File: src/rtl/fetch_stage.sv
// Instruction fetch stage: issues one word read at a time and feeds the IF/ID register.
// Latency: a response is visible on if_*_o one cycle after imem_resp; at most one request in flight.
// Backpressure: stall_i parks a response in a one-entry hold buffer and drops imem_read until decode frees up.
module fetch_stage #(
  parameter logic [31:0] RESET_PC = 32'h0000_0060
) (
  input  logic        clk,
  input  logic        rst,
  output logic        imem_read,
  output logic [31:0] imem_address,
  input  logic [31:0] imem_rdata,
  input  logic        imem_resp,
  input  logic        stall_i,
  input  logic        redirect_i,
  input  logic [31:0] redirect_pc_i,
  output logic        if_valid_o,
  output logic [31:0] if_pc_o,
  output logic [31:0] if_instr_o,
  output logic [6:0]  if_opcode_o,
  output logic [2:0]  if_funct3_o,
  output logic [6:0]  if_funct7_o
);

  typedef enum logic [1:0] {
    START   = 2'd0,
    FETCH   = 2'd1,
    HOLD    = 2'd2,
    DISCARD = 2'd3
  } state_t;

  state_t      state_q, state_d;
  logic [31:0] pc_q, pc_d;
  logic        valid_q, valid_d;
  logic [31:0] out_pc_q, out_pc_d;
  logic [31:0] out_instr_q, out_instr_d;
  logic [31:0] hold_pc_q, hold_pc_d;
  logic [31:0] hold_instr_q, hold_instr_d;
  logic [31:0] redir_pc_q, redir_pc_d;

  logic        consumed;
  logic        out_free;
  logic [31:0] redir_target;
  logic [31:0] pc_plus4;

  assign consumed     = valid_q & ~stall_i;
  assign out_free     = ~valid_q | ~stall_i;
  // Low address bits are ignored so a misaligned target can never reach memory.
  assign redir_target = {redirect_pc_i[31:2], 2'b00};
  // Plain 32-bit add: 0xFFFF_FFFC rolls over to 0.
  assign pc_plus4     = pc_q + 32'd4;

  // State and datapath registers; async active-low reset abandons any in-flight request.
  always_ff @(posedge clk or negedge rst) begin
    if (!rst) begin
      state_q      <= START;
      pc_q         <= RESET_PC;
      valid_q      <= 1'b0;
      out_pc_q     <= 32'd0;
      out_instr_q  <= 32'd0;
      hold_pc_q    <= 32'd0;
      hold_instr_q <= 32'd0;
      redir_pc_q   <= 32'd0;
    end else begin
      state_q      <= state_d;
      pc_q         <= pc_d;
      valid_q      <= valid_d;
      out_pc_q     <= out_pc_d;
      out_instr_q  <= out_instr_d;
      hold_pc_q    <= hold_pc_d;
      hold_instr_q <= hold_instr_d;
      redir_pc_q   <= redir_pc_d;
    end
  end

  // Next-state logic; redirect is checked first in every state because it wins over everything.
  always_comb begin
    state_d      = state_q;
    pc_d         = pc_q;
    valid_d      = valid_q & ~consumed;
    out_pc_d     = out_pc_q;
    out_instr_d  = out_instr_q;
    hold_pc_d    = hold_pc_q;
    hold_instr_d = hold_instr_q;
    redir_pc_d   = redir_pc_q;

    if (redirect_i) begin
      // Flush: the IF/ID register and the hold buffer are dead whatever decode is doing.
      valid_d      = 1'b0;
      hold_pc_d    = 32'd0;
      hold_instr_d = 32'd0;
    end

    unique case (state_q)
      START: begin
        state_d = FETCH;
        if (redirect_i) begin
          pc_d = redir_target;
        end
      end

      FETCH: begin
        if (redirect_i) begin
          if (imem_resp) begin
            // Response lands on the redirect cycle: drop it and refetch immediately.
            pc_d    = redir_target;
            state_d = FETCH;
          end else begin
            // Request still outstanding: keep the address stable and wait it out.
            redir_pc_d = redir_target;
            state_d    = DISCARD;
          end
        end else if (imem_resp) begin
          if (out_free) begin
            valid_d     = 1'b1;
            out_pc_d    = pc_q;
            out_instr_d = imem_rdata;
            pc_d        = pc_plus4;
          end else begin
            hold_pc_d    = pc_q;
            hold_instr_d = imem_rdata;
            state_d      = HOLD;
          end
        end
      end

      HOLD: begin
        if (redirect_i) begin
          pc_d    = redir_target;
          state_d = FETCH;
        end else if (out_free) begin
          valid_d     = 1'b1;
          out_pc_d    = hold_pc_q;
          out_instr_d = hold_instr_q;
          pc_d        = pc_plus4;
          state_d     = FETCH;
        end
      end

      DISCARD: begin
        if (redirect_i) begin
          // A newer redirect supersedes the buffered one.
          if (imem_resp) begin
            pc_d    = redir_target;
            state_d = FETCH;
          end else begin
            redir_pc_d = redir_target;
          end
        end else if (imem_resp) begin
          pc_d    = redir_pc_q;
          state_d = FETCH;
        end
      end

      default: begin
        state_d = START;
      end
    endcase
  end

  // Request and IF/ID outputs; the decode fields are pure slices of the held word.
  always_comb begin
    imem_read    = (state_q == FETCH) || (state_q == DISCARD);
    imem_address = pc_q;
    if_valid_o   = valid_q;
    if_pc_o      = out_pc_q;
    if_instr_o   = out_instr_q;
    if_opcode_o  = out_instr_q[6:0];
    if_funct3_o  = out_instr_q[14:12];
    if_funct7_o  = out_instr_q[31:25];
  end

endmodule

File: config.mk
export PLATFORM = sky130hd
export DESIGN_NAME = fetch_stage
export DESIGN_NICKNAME = d
export VERILOG_FILES = /design/src/rtl/fetch_stage.sv
export SDC_FILE = /design/constraint.sdc
export NUM_CORES = 1
export LEC_CHECK = 0
export BUFFER_PORTS_ARGS = -buffer_cell sky130_fd_sc_hd__buf_2
export CAP_MARGIN = 20
export CORE_MARGIN = 2
export CORE_UTILIZATION = 45
export CTS_BUF_LIST = sky130_fd_sc_hd__clkbuf_4 sky130_fd_sc_hd__clkbuf_8 sky130_fd_sc_hd__clkbuf_16
export CTS_CLUSTER_DIAMETER = 150
export DETAILED_ROUTE_END_ITERATION = 10
export HOLD_SLACK_MARGIN = 0.15
export PLACE_DENSITY = 0.66
export RECOVER_POWER = 50
export SYNTH_ARGS = -nofsm -noshare
export SYNTH_HDL_FRONTEND = slang
export SYNTH_SLANG_ARGS = --single-unit
File: constraint.sdc
create_clock -name clk -period 3.2 [get_ports clk]
set_input_delay 0.32 -clock clk [delete_from_list [all_inputs] [get_ports clk]]
set_output_delay 0.32 -clock clk [all_outputs]
set_load 0.02 [all_outputs]
# Word-level counts from Yosys, hierarchy flattened
# Cells that the tools add are included.
dict set report totals {
  reg_bits 193
  inputBits 69
  out_inout_bits 115
  elab_cells 83
}
dict set report op_classes {
  add_sub_neg 1
  eq_ne 14
  n_mux 45
  n_bitwise 7
  n_reduce_logical 8
}
# cell n
set ops {}
lappend ops {{2-to-1 mux 32 bit} 28}
lappend ops {{case mux 32 bit (2 select lines)} 2}
lappend ops {{case mux 32 bit (4 select lines)} 1}
lappend ops {{adder 32 x 3 -> 32 bit, second input constant} 1}
lappend ops {{2-to-1 mux 2 bit} 7}
lappend ops {{inequality test 2 bit, second input constant} 7}
lappend ops {{inequality test 3 bit, second input constant} 4}
lappend ops {{case mux 2 bit (4 select lines)} 1}
lappend ops {{AND reduction 3 bit} 2}
lappend ops {{AND reduction 6 bit} 1}
lappend ops {{2-to-1 mux 1 bit} 5}
lappend ops {{== test 2 bit, second input constant} 2}
lappend ops {{inverter 1 bit} 4}
lappend ops {{AND reduction 4 bit} 1}
lappend ops {{bitwise AND 1 bit} 2}
lappend ops {{== test 2 x 1 -> 1 bit, second input constant} 1}
lappend ops {{zero test 2 bit} 1}
lappend ops {{case mux 1 bit (2 select lines)} 1}
lappend ops {{nonzero test 2 bit} 1}
lappend ops {{OR reduction 2 bit} 1}
lappend ops {{logical OR 1 bit} 1}
lappend ops {{OR 1 bit} 1}

# Logic depth before layout (Yosys ltp)
# Gate-level depths: netlist of the first run.
dict set report logic_depth {
  word_depth 9
  depth_mapped 10
  depth_no_buf 8
}

# Worst setup path before layout of the first run
# OpenSTA, ideal clock, no wires.
dict set report synth_path {
  path_kind {register to register}
  from {register state_q[0]}
  to {register pc_q[4] (netlist: imem_address[4])}
  setup_ps 126
  arrival_time_ps 2147
  required_time_ps 3074
  slack_ps 927
  path_stages_with_launch 8
  path_buffers 2
  period_less_slack_ps 2273
  path_cell_list {dfrtp_1 > ha_1 > clkbuf_1 > o21ba_2 > clkbuf_1 > o21ai_1 > o21ai_0 > a221o_1}
}
dict set report synth_via {
  elab_chain_len 3
  elab_cells_between_ends 9
  classes_between {eq/ne: 6; mux: 1; reduce/logical: 2}
}
# item line
set synth_lines {}
lappend synth_lines {{from (decl)} 31} ;# state_t state_q, state_d;
lappend synth_lines {{from (signal assigned)} 64} ;# state_q <= state_d;
lappend synth_lines {{== test 2 bit, or another cell as far along} 93} ;# unique case (state_q)
lappend synth_lines {{inequality test 3 bit (no line) or inequality test 2 bit (tied branches)} n/a}
lappend synth_lines {{AND reduction 3 bit (no line)} n/a}
lappend synth_lines {{to (signal assigned)} 65} ;# pc_q <= pc_d;
lappend synth_lines {{to (decl)} 32} ;# logic [31:0] pc_q, pc_d;
# Several ways; a longest one is shown, not always the timed one.
# A chain may end at the register's enable or synchronous reset.

# Final worst setup path of the first run
dict set report layout_path {
  from {register state_q[1]}
  to {register out_pc_q[20] (netlist: if_pc_o[20])}
}
dict set report layout_via {
  elab_chain_len 3
  elab_cells_between_ends 10
  classes_between {eq/ne: 7; mux: 1; reduce/logical: 2}
}
# item line
set layout_lines {}
lappend layout_lines {{== test 2 bit or == test 2 x 1 -> 1 bit (tied branches)} 93}
lappend layout_lines {{inequality test 2 bit (no line) or nonzero test 2 bit (tied branches)} n/a}
lappend layout_lines {{AND reduction 6 bit (no line)} n/a}
lappend layout_lines {{to (signal assigned)} 67} ;# out_pc_q <= out_pc_d;
lappend layout_lines {{to (decl)} 34} ;# logic [31:0] out_pc_q, out_pc_d;
# Several ways; a longest one is shown, not always the timed one.

==> flow_results.org, run 1 <==
** Logic synthesis
- Of all flip-flops after synthesis, the portion carrying an async set or reset was 100%.
- Share of synthesized area occupied by flip-flops and latches :: 46.2%
- Predominant post-synthesis flop cell :: sky130_fd_sc_hd__dfrtp_1
- Warning count from the yosys run :: 0
- The number of nets handed over by synthesis was 1,219.
- The average instance in the mapped netlist occupies 9.15 um2.
- The synthesized netlist occupies a cell area of 0.0105 mm2.
- Count of distinct cell types in the synthesized netlist :: 68
- Synthesis produced a netlist whose cell count is 1,144.
- Count of flip-flops with a built-in enable after synthesis :: 0
- FF+latch count, synth :: 193

** Worst setup path
- The worst setup path is captured at a flop.
- Data on the critical path is required at its endpoint by 3.55 ns.
- The worst setup path is of the reg2reg kind.
- Number of buffer and inverter stages on the critical path :: 3
- Sort of element at the start of the critical path :: flop
- The kind of cell with the highest combined delay along the critical path is compound AO/OA/AOI/OAI gates.
- For this run, the slowest stage of the critical path takes 0.60 ns.
- CP Max Fanout :: 55
- Among all stages on the critical path, the largest delay is contributed by sky130_fd_sc_hd__a221oi_4.
- Traced cell by cell, the critical path runs through inv_1 > ha_1 > buf_4 > nand2_1 > a221oi_4 > buf_12 > nor2_1 > a21oi_1.
- For the worst setup path, the data arrival time is 2.98 ns.

** Placement
- Buffers placed on the I/O ports in this run total 181.
- Summed over all nets, the half-perimeter wirelength after detailed placement is 20.1 mm.
- Routability congestion estimate :: 0.897
- Count of placed standard cells including taps :: 1,535

** GRT
- Largest net degree at the start of global routing :: 72
- The first global-routing pass estimated 49.5 mm of wire.
- Vias in the first global route :: 9,169
- Total routing usage reported by global routing :: 25.6%
- The number of antenna violations at the first check in global routing was 2.
- Aggregate global routing overflow :: 0

** Route
- DRC viols :: 0
- Via count of the routed design :: 9,395
- Once detail routing completed, the nets flagged for antenna violations numbered 0.
- Avg WL per Cell :: 19.1 um
- In this run, the number of DRC markers left after iteration 0 of detailed routing was 842.
- Routed vias/inst :: 5.82
- For this run, the detailed router's first-pass iteration total came to 5.
- Wire length after detailed routing :: 30.9 mm

** Finish
- After filler insertion, the fill cell instance count of the layout stands at 2,182.
- The post-route netlist has 17.6% of its cells at a drive strength greater than 1.
- Number of non-filler instances in the completed layout :: 1,614
- Commonest non-fill, non-tap cell in the layout :: sky130_fd_sc_hd__dfrtp_1
- Area added between synthesis and finish :: 19.3%
- Registers take 0.00483 mm2.
- Multi-input combinational cell area :: 0.00503 mm2
- In the final design database the tool counted 1,390 nets.
- Top library cells by usage in the layout, fill and taps aside :: sky130_fd_sc_hd__dfrtp_1 (191), sky130_fd_sc_hd__nand2_1 (171), sky130_fd_sc_hd__a21oi_1 (162), sky130_fd_sc_hd__nor2_1 (97), sky130_fd_sc_hd__buf_2 (96)

** Timing
- Max_slew headroom :: -6.38%
- Fin. max-slew vios :: 61
- RSZ-0062 raised after global routing :: false
- For the finished layout, the period the worst path requires is 2.63 ns.
- Final worst path period share :: 82.3%
- Setup TNS :: 0 ns
- Achievable clock frequency :: 380 MHz
- Final hold violation count :: 0
- Transition time at the pin with the least slew margin :: 1.60 ns
- Setup skew after layout :: 0.0134 ns
- Setup violations remaining at the end of the flow were counted as 0.

** Worst hold path
- Worst hold path class :: in2reg

** Power and ir drop
- VDD sags by at most 0.000460 V.
- Summed over all cells, the static leakage comes to 5.07 nW.
- Power per unit of standard cell area :: 938 mW/mm2
- Pwr Total :: 11.7 mW

** Clock network
- The longest clock path from root to sink contains 2 buffers.
- TritonCTS built the clock tree.
- At the later pin of the worst-skew pair, clock insertion delay measures 0.44 ns.
- Cells resized by post-CTS repair :: 0
- Counting the buffers created by CTS gives 17.
- The clock net in this run drives a total of 193 sinks.
- Clock input transition at the sequential cells of the worst setup and hold paths :: 0.08 ns
- Clock tree synthesis selected as its root buffer the cell sky130_fd_sc_hd__clkbuf_16.
- In this run the post-CTS setup repair buffer count came out at 0.
- H-tree depth reported by CTS :: 4

** Die
- The initial utilization of the core area, before any placement, comes to 46.1%.
- Core Rows :: 55
- In this run the vertical extent of the chip is 157 um.
- From left edge to right edge, the die measures 157 um.
- Die area :: 0.0245 mm2
- The total area inside the core boundary comes to 0.0227 mm2.
- 184 I/O pins were placed.

** Run
- Max-cap violations in this run came to 1.

** Outcome
- The checks that failed: capacitance limit, slew limit.
- The flow ran to the end, but the final reports show violations.
-- cell usage after synthesis, types with 4 or more instances --
| library cell | count | area [um2] |
|---|---|---|
| sky130_fd_sc_hd__nand3_1 | 14 | 70.1 |
| sky130_fd_sc_hd__nor4_1 | 12 | 75.1 |
| sky130_fd_sc_hd__buf_4 | 21 | 158 |
| sky130_fd_sc_hd__nand2b_1 | 5 | 31.3 |
| sky130_fd_sc_hd__mux2_2 | 37 | 417 |
| sky130_fd_sc_hd__or2_2 | 4 | 25.0 |
| sky130_fd_sc_hd__a221o_1 | 8 | 80.1 |
| sky130_fd_sc_hd__o21a_1 | 6 | 45.0 |
| sky130_fd_sc_hd__nand4_1 | 12 | 75.1 |
| sky130_fd_sc_hd__nand2_1 | 171 | 642 |
| sky130_fd_sc_hd__and3_1 | 4 | 25.0 |
| sky130_fd_sc_hd__buf_2 | 8 | 40.0 |
| sky130_fd_sc_hd__ha_1 | 6 | 75.1 |
| sky130_fd_sc_hd__o211ai_1 | 9 | 67.6 |
| sky130_fd_sc_hd__a221oi_1 | 10 | 87.6 |
| sky130_fd_sc_hd__clkbuf_1 | 65 | 244 |
| sky130_fd_sc_hd__o221ai_1 | 5 | 43.8 |
| sky130_fd_sc_hd__o21ai_0 | 41 | 205 |
| sky130_fd_sc_hd__nor2_1 | 98 | 368 |
| sky130_fd_sc_hd__buf_1 | 12 | 45.0 |
| sky130_fd_sc_hd__nor3_1 | 10 | 50.1 |
| sky130_fd_sc_hd__dfrtp_1 | 191 | 4780 |
| sky130_fd_sc_hd__buf_6 | 8 | 90.1 |
| sky130_fd_sc_hd__xor2_1 | 7 | 61.3 |
| sky130_fd_sc_hd__o22ai_1 | 7 | 43.8 |
| sky130_fd_sc_hd__or3_1 | 16 | 100 |
| sky130_fd_sc_hd__xnor2_1 | 7 | 61.3 |
| sky130_fd_sc_hd__o31ai_1 | 5 | 37.5 |
| sky130_fd_sc_hd__a211oi_1 | 9 | 67.6 |
| sky130_fd_sc_hd__a31oi_1 | 14 | 87.6 |
| sky130_fd_sc_hd__a21oi_1 | 162 | 811 |
| sky130_fd_sc_hd__mux2i_1 | 84 | 841 |
| sky130_fd_sc_hd__inv_1 | 15 | 56.3 |
-- final cells by class --
type	count	share of cell area, %
repair buffers	268	13.2
clock buffers	19	3.58
diodes	1	0.0200
flip-flops and latches	193	38.7
inverters	15	0.451
clock inverters	13	0.962
well taps	285	2.86
multi-input cells	820	40.3
-- cell families after synthesis --
kind of cell    share of synthesized area, %
flops                                   46.2
buf+inv                                 6.19
simple gates                            15.3
xor+xnor                                1.17
mux                                     12.0
compound gates                          18.4
fa+ha+maj                              0.717
-- registers in the layout, indices dropped and copies added (netlist names) --
signal / cells
if_instr_o: 32
if_pc_o: 32
state_q: 2
hold_instr_q: 32
imem_address: 32
hold_pc_q: 32
if_valid_o: 1
redir_pc_q: 30
-- where the power goes --
group          switching [mW]  internal [mW]  total (mW)  leakage (nW)
Sequential              0.956           3.29        4.25          2.37
Combinational            3.37           2.04        5.40          2.42
Clock                    1.01           1.05        2.07         0.275
-- routing by layer --
layer	vias up	global-route usage, %	part of all wire, %
met5	-	0	0.042
met4	2	8.30	2.0
met3	48	3.85	7.0
met2	376	41.3	46
met1	4575	35.6	45
li1	4394	-	-
-- worst paths after layout --
path | start | end | slack (ns) | cells past startpoint
hold / removal | redirect_pc_i[18] | redir_pc_q[18]$_DFFE_PN0P_ | 0.16 | 2
max in group asynchronous | rst | hold_instr_q[23]$_DFF_PN0_ | 0.75 | 3
setup / recovery | state_q[1]$_DFFE_PN0P_ | if_pc_o[20]$_DFFE_PN0P_ | 0.57 | 8
min in group asynchronous | rst | if_instr_o[6]$_DFFE_PN0P_ | 0.83 | 2
hold reg to reg | redir_pc_q[7]$_DFFE_PN0P_ | redir_pc_q[7]$_DFFE_PN0P_ | 0.51 | 2
setup reg to reg | state_q[1]$_DFFE_PN0P_ | if_pc_o[20]$_DFFE_PN0P_ | 0.57 | 8
-- timing repair --
| action | CTS | global route |
|---|---|---|
| endpoints found under the hold margin | 104 | 0 |
| hold buffers | 46 | 0 |
| setup endpoints to repair | 0 | 0 |
-- stage by stage --
stage	hold slack, ns	setup WS (ns)	util, %	cell area, um2
detailed placement	0.343	0.661	51.0	11600
CTS	0.151	0.633	55.5	12600
floorplan	0.0244	0.927	-	10500
global route	0.160	0.326	55.0	12500
global placement	0.338	0.720	51.0	11600
finish	0.165	0.568	55.0	12500
(Power assumes the default switching activity.)
==> run 2, diff against run 1 <==
--- a/config.mk
+++ b/config.mk
@@ -5,6 +5,7 @@
 export SDC_FILE = /design/constraint.sdc
 export NUM_CORES = 1
 export LEC_CHECK = 0
+export ABC_AREA = 1
 export BUFFER_PORTS_ARGS = -buffer_cell sky130_fd_sc_hd__buf_2
 export CAP_MARGIN = 20
 export CORE_MARGIN = 2
@@ -13,7 +14,7 @@
 export CTS_CLUSTER_DIAMETER = 150
 export DETAILED_ROUTE_END_ITERATION = 10
 export HOLD_SLACK_MARGIN = 0.15
-export PLACE_DENSITY = 0.66
+export PLACE_DENSITY = 0.69
 export RECOVER_POWER = 50
 export SYNTH_ARGS = -nofsm -noshare
 export SYNTH_HDL_FRONTEND = slang
==> constraint.sdc (replaced) <==
create_clock -name clk -period 2.3 [get_ports clk]
set_input_delay 0.23 -clock clk [delete_from_list [all_inputs] [get_ports clk]]
set_output_delay 0.23 -clock clk [all_outputs]
set_load 0.02 [all_outputs]
==> run 2 against run 1 <==
Critical path depth is 1 higher. Critical path type unchanged. Largest power group unchanged. Wire length rose by 6.9%. Die area increased by 1.5%. Maximum frequency grew 25%. Count of clock-buffer cells in the layout decreased by 2. Worst hold slack better by 0.31 ns. Combinational power grew 61%. Synthesized cell count up 23%. Non-clock buffer count is 29 higher. Via count increased by 13%. Register-to-register slack got worse by 0.37 ns. The run still ends with capacitance limit, slew limit left. Final area is 4.0% higher.
==> flow_results.org, run 2 <==
** Outcome
- Run status :: complete, but fails checks
- Violations in the final reports :: capacitance limit, slew limit

** Logic synthesis
- Warning count from the yosys run :: 0 (unchanged)
- Summed over all instances, the cell type with the most area after synthesis is sky130_fd_sc_hd__dfrtp_1.
- Count of distinct cell types in the synthesized netlist :: 42 (-38%)
- The post-synth design cell area came to 0.0106 mm2 (+1.5%).
- Adder-cell area share of the yosys netlist :: 0.706% (-0.011 points)
- In the post-synthesis netlist, the biggest area contributors are sky130_fd_sc_hd__dfrtp_1 (45%), sky130_fd_sc_hd__nand2_1 (14%), sky130_fd_sc_hd__nor2_1 (5.0%).
- The synthesized net count is 1,486 (+22%).
- Combinational family with the most area after synthesis :: simple AND/OR/NAND/NOR gates
- Mean post-synth cell area :: 7.53 um2 (-18%)
- The share of flip-flops with an asynchronous set or reset is 100% (unchanged).
- Area fraction in compound gates after synthesis :: 19.2% (+0.72 points)
- Top cells by count, synth :: sky130_fd_sc_hd__nand2_1 (399), sky130_fd_sc_hd__dfrtp_1 (191), sky130_fd_sc_hd__nor2_1 (141), sky130_fd_sc_hd__o21ai_0 (94), sky130_fd_sc_hd__nand3_1 (86)
- For this run, the leading register cell type out of synthesis is sky130_fd_sc_hd__dfrtp_1.
- Area fraction of the dominant cell type after synthesis :: 45.0% (-0.69 points)
- Post-synthesis xor/xnor area fraction :: 0.0824% (-1.1 points)
- Simple-gate share of the synthesized area :: 25.2% (+9.9 points)
- Synthesized instance count :: 1,411 (+23%)
- Most frequent cell after synthesis :: sky130_fd_sc_hd__nand2_1
- The mux contribution to synthesized area came to 0% (-12 points).
- The part of the Yosys area used for sequential elements came to 45.5% (-0.70 points).
- The number of storage elements in the synthesis netlist was 193 (unchanged).
- Count of flip-flops with a built-in enable after synthesis :: 0 (unchanged)

** Finish
- Fraction of final layout cells with drive strength greater than 1 :: 15.0% (-2.7 points)
- The area of combinational cells with multiple inputs was 0.00482 mm2 (-4.2%).
- The register area came to 0.00483 mm2 (unchanged).
- The diode insertion count for antenna repair came to 0 (-1).
- The final standard cell count with taps included and fillers excluded is 1,943 (+20%).
- Count of fill cells added during filler insertion :: 2,184 (+0.092%)
- Commonest non-fill, non-tap cell in the layout :: sky130_fd_sc_hd__nand2_1
- The number of nets in the final layout is 1,686 (+21%).
- Relative to the synthesized area, the layout overhead comes to 22.2%.
- Top library cells by usage in the layout, fill and taps aside :: sky130_fd_sc_hd__nand2_1 (399), sky130_fd_sc_hd__dfrtp_1 (191), sky130_fd_sc_hd__nor2_1 (139), sky130_fd_sc_hd__buf_2 (124), sky130_fd_sc_hd__o21ai_0 (94)

** Route
- Iteration count of the initial detailed-routing pass :: 5 (unchanged)
- Wire length after detailed routing :: 33.0 mm (+6.9%)
- Via count of the routed design :: 10,599 (+13%)
- Avg WL per Cell :: 17.0 um (-11%)
- The violation count after the first detailed-route iteration is 978 (+16%).
- The average vias per placed instance came to 5.45 (-6.3%).
- The final antenna-violating net count was 0 (unchanged).
- The DRC violation count after routing came to 0 (unchanged).

** Worst hold path
- Hold path depth :: 6 (+4)
- In this run the worst hold path is classified as in2reg.

** Die
- Boundary pin count :: 184 (unchanged)
- The effective utilization at floorplan came to 45.6% (-0.54 points).
- Placeable core area :: 0.0233 mm2 (+2.7%)
- The site row count is 56 (+1.8%).
- Die height :: 158 um (+0.75%)
- Die area :: 0.0249 mm2 (+1.5%)
- Width of the die :: 158 um (+0.75%)

** Clock network
- The number of clock buffers inserted by TritonCTS was 17 (unchanged).
- The clock latency on the worst-skew pair is 0.44 ns (about the same).
- TritonCTS built the clock tree.
- Cell chosen for the clock root :: sky130_fd_sc_hd__clkbuf_16
- The post-CTS setup repair buffer count is 0 (unchanged).
- The clock transition at the registers of the reported paths was 0.08 ns (about the same).
- Clock sink count :: 193 (unchanged)
- Clk buf depth :: 2 (unchanged)
- H-tree depth reported by CTS :: 4 (unchanged)

** Timing
- The worst hold margin is 0.471 ns (+0.306 ns).
- The final setup TNS was 0 ns (unchanged).
- Count of final setup violators :: 0 (unchanged)
- The shortest clock period the worst path allows after layout was 2.11 ns (-0.527 ns).
- RSZ-0062 raised after global routing :: false
- The achievable clock frequency came to 475 MHz (+25%).
- Setup skew after layout :: 0.0122 ns (-0.00123 ns)
- The total count of hold-check failures in the final report was 0 (unchanged).
- Fin. max-slew vios :: 73 (+20%)
- Final worst path period share :: 91.5% (+9.3 points)
- The actual slew at the worst max-slew pin came to 1.76 ns (+0.163 ns).
- Max_slew headroom :: -17.2% (-11 points)

** GRT
- The number of global-route vias before repair is 9,684 (+5.6%).
- Wire length of the first global-routing pass :: 52.3 mm (+5.6%)
- The largest net degree at the start of global routing is 73 (+1.4%).
- Antenna violations before repair :: 0 (-2)
- Aggregate global routing overflow :: 0 (unchanged)
- The total global-route track usage came to 26.7% (+1.1 points).

** Worst setup path
- Largest stage delay on the critical path :: 0.41 ns (-0.19 ns)
- The data arrival time of the worst path came to 2.46 ns (-0.52 ns).
- Critical path data required time :: 2.66 ns (-0.89 ns)
- Critical Path Slowest Stage Cell :: sky130_fd_sc_hd__dfrtp_1
- STA classifies the critical path startpoint as a flop.
- Crit-path cells :: inv_1 > ha_1 > buf_4 > nor2_1 > a211oi_4 > buf_12 > buf_12 > nor2_1 > a31oi_1
- The critical path in this run is classified as reg2reg.
- The register-to-register setup slack came to 0.19 ns (-0.37 ns).
- The maximum fanout encountered on the critical timing path was 40 (-27%).
- Path length in cells of the critical path :: 9 (+1)
- R2r worst-path depth :: 9 (+1)
- The worst setup path is captured at a flop.
- Broken down by cell family, the worst path's largest delay share belongs to buffers and inverters.
- The number of buffer and inverter instances along the worst setup path came to 4 (+1).

** Power and ir drop
- Leakage power summed over all cells :: 5.86 nW (+16%)
- Power per unit of standard cell area :: 1340 mW/mm2 (+43%)
- The maximum vdd drop came to 0.000596 V (+30%).
- Pwr Total :: 17.4 mW (+49%)

** Placement
- The final estimated routing congestion in global placement is 0.885 (-1.4%).
- HPWL reported at the end of detailed placement :: 21.5 mm (+6.8%)
- Count of placed standard cells including taps :: 1,848 (+20%)
- Count of input and output buffers :: 181 (unchanged)

** Run
- Number of violations of the max-capacitance limit :: 1 (unchanged)
==> run 2: area by class of cell <==
type	count	area share (%)
flip-flops and latches	193	37.2
multi-input cells	1007	37.1
repair buffers	297	15.1
clock buffers	17	3.28
well taps	319	3.07
inverters	95	2.78
clock inverters	15	1.43
==> run 2: where the power goes <==
group	leakage [nW]	total, mW	switching (mW)	internal [mW]
Combinational	3.16	8.68	5.81	2.87
Clock	0.296	3.06	1.57	1.49
Sequential	2.41	5.71	1.13	4.58
==> run 2: final timing paths <==
check,start,endpoint
worst max-delay path,state_q[1]$_DFFE_PN0P_,if_pc_o[22]$_DFFE_PN0P_
worst min-delay path,redirect_i,hold_pc_q[9]$_DFF_PN0_
worst max register to register,state_q[1]$_DFFE_PN0P_,if_pc_o[22]$_DFFE_PN0P_
worst min register to register,redir_pc_q[6]$_DFFE_PN0P_,redir_pc_q[6]$_DFFE_PN0P_
max in group asynchronous,rst,redir_pc_q[31]$_DFFE_PN0P_
min in group asynchronous,rst,if_instr_o[27]$_DFFE_PN0P_
==> run 2: worst reg2reg max path: cells and delay by family, from the launching register on <==
| family | cells | cell delay [ns] |
|---|---|---|
| buffers and inverters | 4 | 0.75 |
| AOI/OAI and AO/OA | 2 | 0.41 |
| DFF | 1 | 0.41 |
| adders and majority gates | 1 | 0.29 |
| and+or+nand+nor | 2 | 0.16 |
==> run 2: metal layers <==
layer,track usage (%),vias to the layer above,wire (um)
met5,0,-,0
met4,7.32,0,524
met3,4.43,51,2720
met2,42.4,490,15100
met1,37.8,4937,14700
li1,-,5121,-
==> run 2: what timing repair did <==
action,CTS,global route
resized for setup,0,2
hold buffers,63,0
endpoints found under the setup margin,0,3
hold endpoints to repair,171,0
==> run 2: cell families (layout without fill, tap and decap cells) <==
logic type	count (synthesis)	after routing
XOR/XNOR	1	1
AO/OA/AOI/OAI	343	343
AND/OR/NAND/NOR	657	657
flip-flops	193	193
buffers and inverters	211	424
adder cells (fa/ha/maj)	6	6
==> run 2: stage by stage <==
step	utilization [%]	cell area, um2	worst slack [ns]
after floorplan	-	10600	0.494
after global placement	50.8	11800	0.230
after detailed placement	50.8	11800	0.166
after CTS	56.1	13100	0.133
after global routing	55.7	13000	0.0237
final	55.7	13000	0.195
==> run 3, diff against run 2 <==
==> constraint.sdc (replaced) <==
create_clock -name clk -period 2.3 [get_ports clk]
set_input_delay 0.115 -clock clk [delete_from_list [all_inputs] [get_ports clk]]
set_output_delay 0.115 -clock clk [all_outputs]
set_load 0.02 [all_outputs]
==> run 3 against run 2 <==
The flow now finishes without violations. Setup slack better by 0.0074 ns. Via count up 0.42%. Critical path depth up 2. Maximum frequency up 0.35%. Flip-flop and latch count unchanged. Combinational power down 0.5%. Clock skew about the same. Cell count unchanged. Critical path type unchanged. Die area unchanged. Global-route usage up 0.072 points. Highest routed layer unchanged.
==> flow_results.org, run 3 (same netlist as run 2, synthesis figures left out) <==
** Timing
- The final setup TNS was 0 ns (unchanged).
- Max_slew headroom :: 1.63% (+19 points)
- Setup repair after global routing left no endpoint under its margin.
- The number of setup violations in the final report was 0 (unchanged).
- Setup skew after layout :: 0.0123 ns (+0.000136 ns)
- The actual slew at the worst max-slew pin came to 1.48 ns (-0.283 ns).
- The total count of hold-check failures in the final report is 0 (unchanged).
- Min Clock Period, post-route :: 2.10 ns (-0.00742 ns)
- Final worst path period share :: 91.2% (-0.32 points)
- The max-slew violation count came to 0 (-100%).
- Achievable clock frequency :: 477 MHz (+0.35%)

** Placement
- The total instance count after detailed placement was 1,847 (-0.054%).
- The count of port buffers added during placement is 181 (unchanged).
- HPWL reported at the end of detailed placement :: 21.8 mm (+1.7%)
- The final estimated routing congestion in global placement is 0.904 (+2.2%).

** Worst setup path
- In this design, the largest share of critical-path delay is due to simple AND/OR/NAND/NOR gates.
- Critical path data required time :: 2.63 ns (-0.03 ns)
- STA classifies the critical path startpoint as a flop.
- The maximum fanout encountered on the critical timing path was 9 (-78%).
- The data arrival time of the worst path came to 2.43 ns (-0.03 ns).
- Largest stage delay on the critical path :: 0.65 ns (+0.24 ns)
- The register-to-register setup slack came to 0.20 ns (about the same).
- Counting stages on the worst path, the most repeated cell is sky130_fd_sc_hd__nand2_1.
- The slowest stage of the critical path belongs to the cell sky130_fd_sc_hd__dfstp_2.
- Walking the worst path, the cells encountered are nand2_1 > nor2_1 > nand3b_1 > nor2_2 > nand2_1 > nand2_1 > nand3_1 > nand2_1 > nand3_1 > nand2_1 > nand2_1.
- Number of buffer and inverter stages on the critical path :: 0 (-4)
- STA classifies the critical path endpoint as a flop.
- The setup path with the least slack is of type reg2reg.

** Finish
- The final standard cell count with taps included and fillers excluded is 1,943 (unchanged).
- The number of nets in the final layout is 1,686 (unchanged).
- The library cells used most frequently in the layout, excluding fill and tap cells, are sky130_fd_sc_hd__nand2_1 (399), sky130_fd_sc_hd__dfrtp_1 (191), sky130_fd_sc_hd__nor2_1 (139), sky130_fd_sc_hd__buf_2 (123), sky130_fd_sc_hd__o21ai_0 (94).
- Leaving out fill and tap cells, the most frequent cell in the layout is sky130_fd_sc_hd__nand2_1.
- Fraction of final layout cells with drive strength greater than 1 :: 15.0% (unchanged)
- The synthesis-to-finish area growth was 22.2% (about the same).
- The diode insertion count for antenna repair was 0 (unchanged).

** Clock network
- Clock sink count :: 193 (unchanged)
- The clock latency on the worst-skew pair was 0.44 ns (about the same).
- Clock tree synthesis selected as its root buffer the cell sky130_fd_sc_hd__clkbuf_16.
- Clock input transition at the sequential cells of the worst setup and hold paths :: 0.08 ns (about the same)
- The deepest level of the CTS H-tree came to 4 (unchanged).
- TritonCTS clock tree :: done
- Post-CTS setup-driven buffer insertion count :: 0 (unchanged)
- The largest buffer count on any clock path is 2 (unchanged).
- Number of buffers inserted during clock tree synthesis :: 17 (unchanged)

** GRT
- The total global-route track usage was 26.8% (+0.072 points).
- The number of antenna violations at the first check in global routing was 0 (unchanged).
- Vias in the first global route :: 9,978 (+3.0%)
- The residual overflow from global routing is 0 (unchanged).
- The global-route wire length before repair is 52.5 mm (+0.46%).
- The largest net degree at the start of global routing is 74 (+1.4%).

** Route
- The DRC violation count after routing was 0 (unchanged).
- Avg WL per Cell :: 17.1 um (+0.68%)
- Count of antenna-violating nets left after detailed routing :: 0 (unchanged)
- Via count of the routed design :: 10,644 (+0.42%)
- Routed vias/inst :: 5.48 (+0.42%)
- Iteration count of the initial detailed-routing pass :: 6 (+1)
- Wire length after detailed routing :: 33.3 mm (+0.68%)
- Iteration-0 DRC count of the detailed router :: 1,128 (+15%)

** Die
- The core box area is 0.0233 mm2 (unchanged).
- Boundary pin count :: 184 (unchanged)
- The die outline area is 0.0249 mm2 (unchanged).
- Core Rows :: 56 (unchanged)
- Die height :: 158 um (unchanged)
- The die outline width is 158 um (unchanged).
- Initial cell density of the core :: 45.6% (unchanged)

** Power and ir drop
- The internal power came to 8.98 mW (+0.45%).
- The total power density per cell area is 1340 mW/mm2 (-0.39%).
- Total net switching power :: 8.41 mW (-1.2%)
- Worst VDD drop :: 0.000607 V (+1.8%)
- Clock network power share :: 17.4% (about the same)
- Switch share :: 48.4% (-0.42 points)
- Part of the total power dissipated in combinational logic :: 49.7% (about the same)
- The standby leakage power is 5.86 nW (about the same).
- Sequential cell fraction of total power :: 32.9% (+0.2 points)

** Outcome
- The flow ran to the end, and the final reports show no timing, DRC or antenna violations.

** Run
- The max capacitance violation total came to 0 (-1).

** Worst hold path
- The tightest min-delay check is of the in2reg type.
## run 3: cell count changes in the layout (fill, tap and decap cells not counted), sizes merged
cell / before / now
dlygate4sd3: 63 / 64
bufinv: 0 / 1
clkbuf: 76 / 77
inv: 103 / 102
buf: 175 / 173
## run 3: cell type report
class | instances | area (um2)
clock buffer | 17 | 425
tap | 319 | 399
timing repair buffer | 297 | 1990
fill | 2231 | 10300
clock inverter | 15 | 168
sequential | 193 | 4830
multi-input combinational | 1007 | 4820
inverter | 95 | 359
## run 3: path summary, 6_finish.rpt
path | start | end | cells past startpoint
max in group asynchronous | rst | imem_address[28]$_DFFE_PN0P_ | 3
min in group asynchronous | rst | hold_instr_q[27]$_DFF_PN0_ | 2
min | stall_i | if_valid_o$_DFF_PN0_ | 3
max | imem_address[6]$_DFFE_PN1P_ | imem_address[25]$_DFFE_PN0P_ | 11
min reg2reg | redir_pc_q[7]$_DFFE_PN0P_ | redir_pc_q[7]$_DFFE_PN0P_ | 2
max reg2reg | imem_address[6]$_DFFE_PN1P_ | imem_address[25]$_DFFE_PN0P_ | 11
## run 3: power by group through the flow
stage / logic, mW / clock network [mW] / registers, mW
global placement: 8.46 / 0 / 5.70
finish: 8.64 / 3.03 / 5.72
global route: 9.58 / 3.20 / 5.86
floorplan: 5.03 / 0 / 6.42
CTS: 8.72 / 3.08 / 5.67
detailed placement: 8.60 / 0 / 5.74
## run 3: layer usage
metal | wire length, um | GRT usage [%] | vias to the layer above
met5 | 0 | 0 | -
met4 | 800 | 8.48 | 0
met3 | 2790 | 4.38 | 74
met2 | 15300 | 43.3 | 510
met1 | 14300 | 36.8 | 4947
li1 | - | - | 5113
## run 3: timing repair
action,4_1_cts,5_1_grt
endpoints found under the setup margin,0,31
gates resized for setup,0,1
hold buffers,64,0
endpoints found under the hold margin,316,0
## run 3: per-stage QoR
step,utilization [%],cell area [um2],setup slack [ns],power (mW),hold slack (ns)
floorplan,-,10600,0.494,11.5,-0.181
global placement,50.7,11800,0.241,14.2,0.106
detailed placement,50.7,11800,0.127,14.3,0.106
CTS,56.0,13100,0.0880,17.5,0.212
global route,55.7,13000,0.0438,18.6,0.368
finish,55.7,13000,0.202,17.4,0.376
## run 3: worst min-delay path: stages
cell and delay, ns:
sky130_fd_sc_hd__buf_2 0.10, sky130_fd_sc_hd__nand2_1 0.37, sky130_fd_sc_hd__o31ai_1 0.17
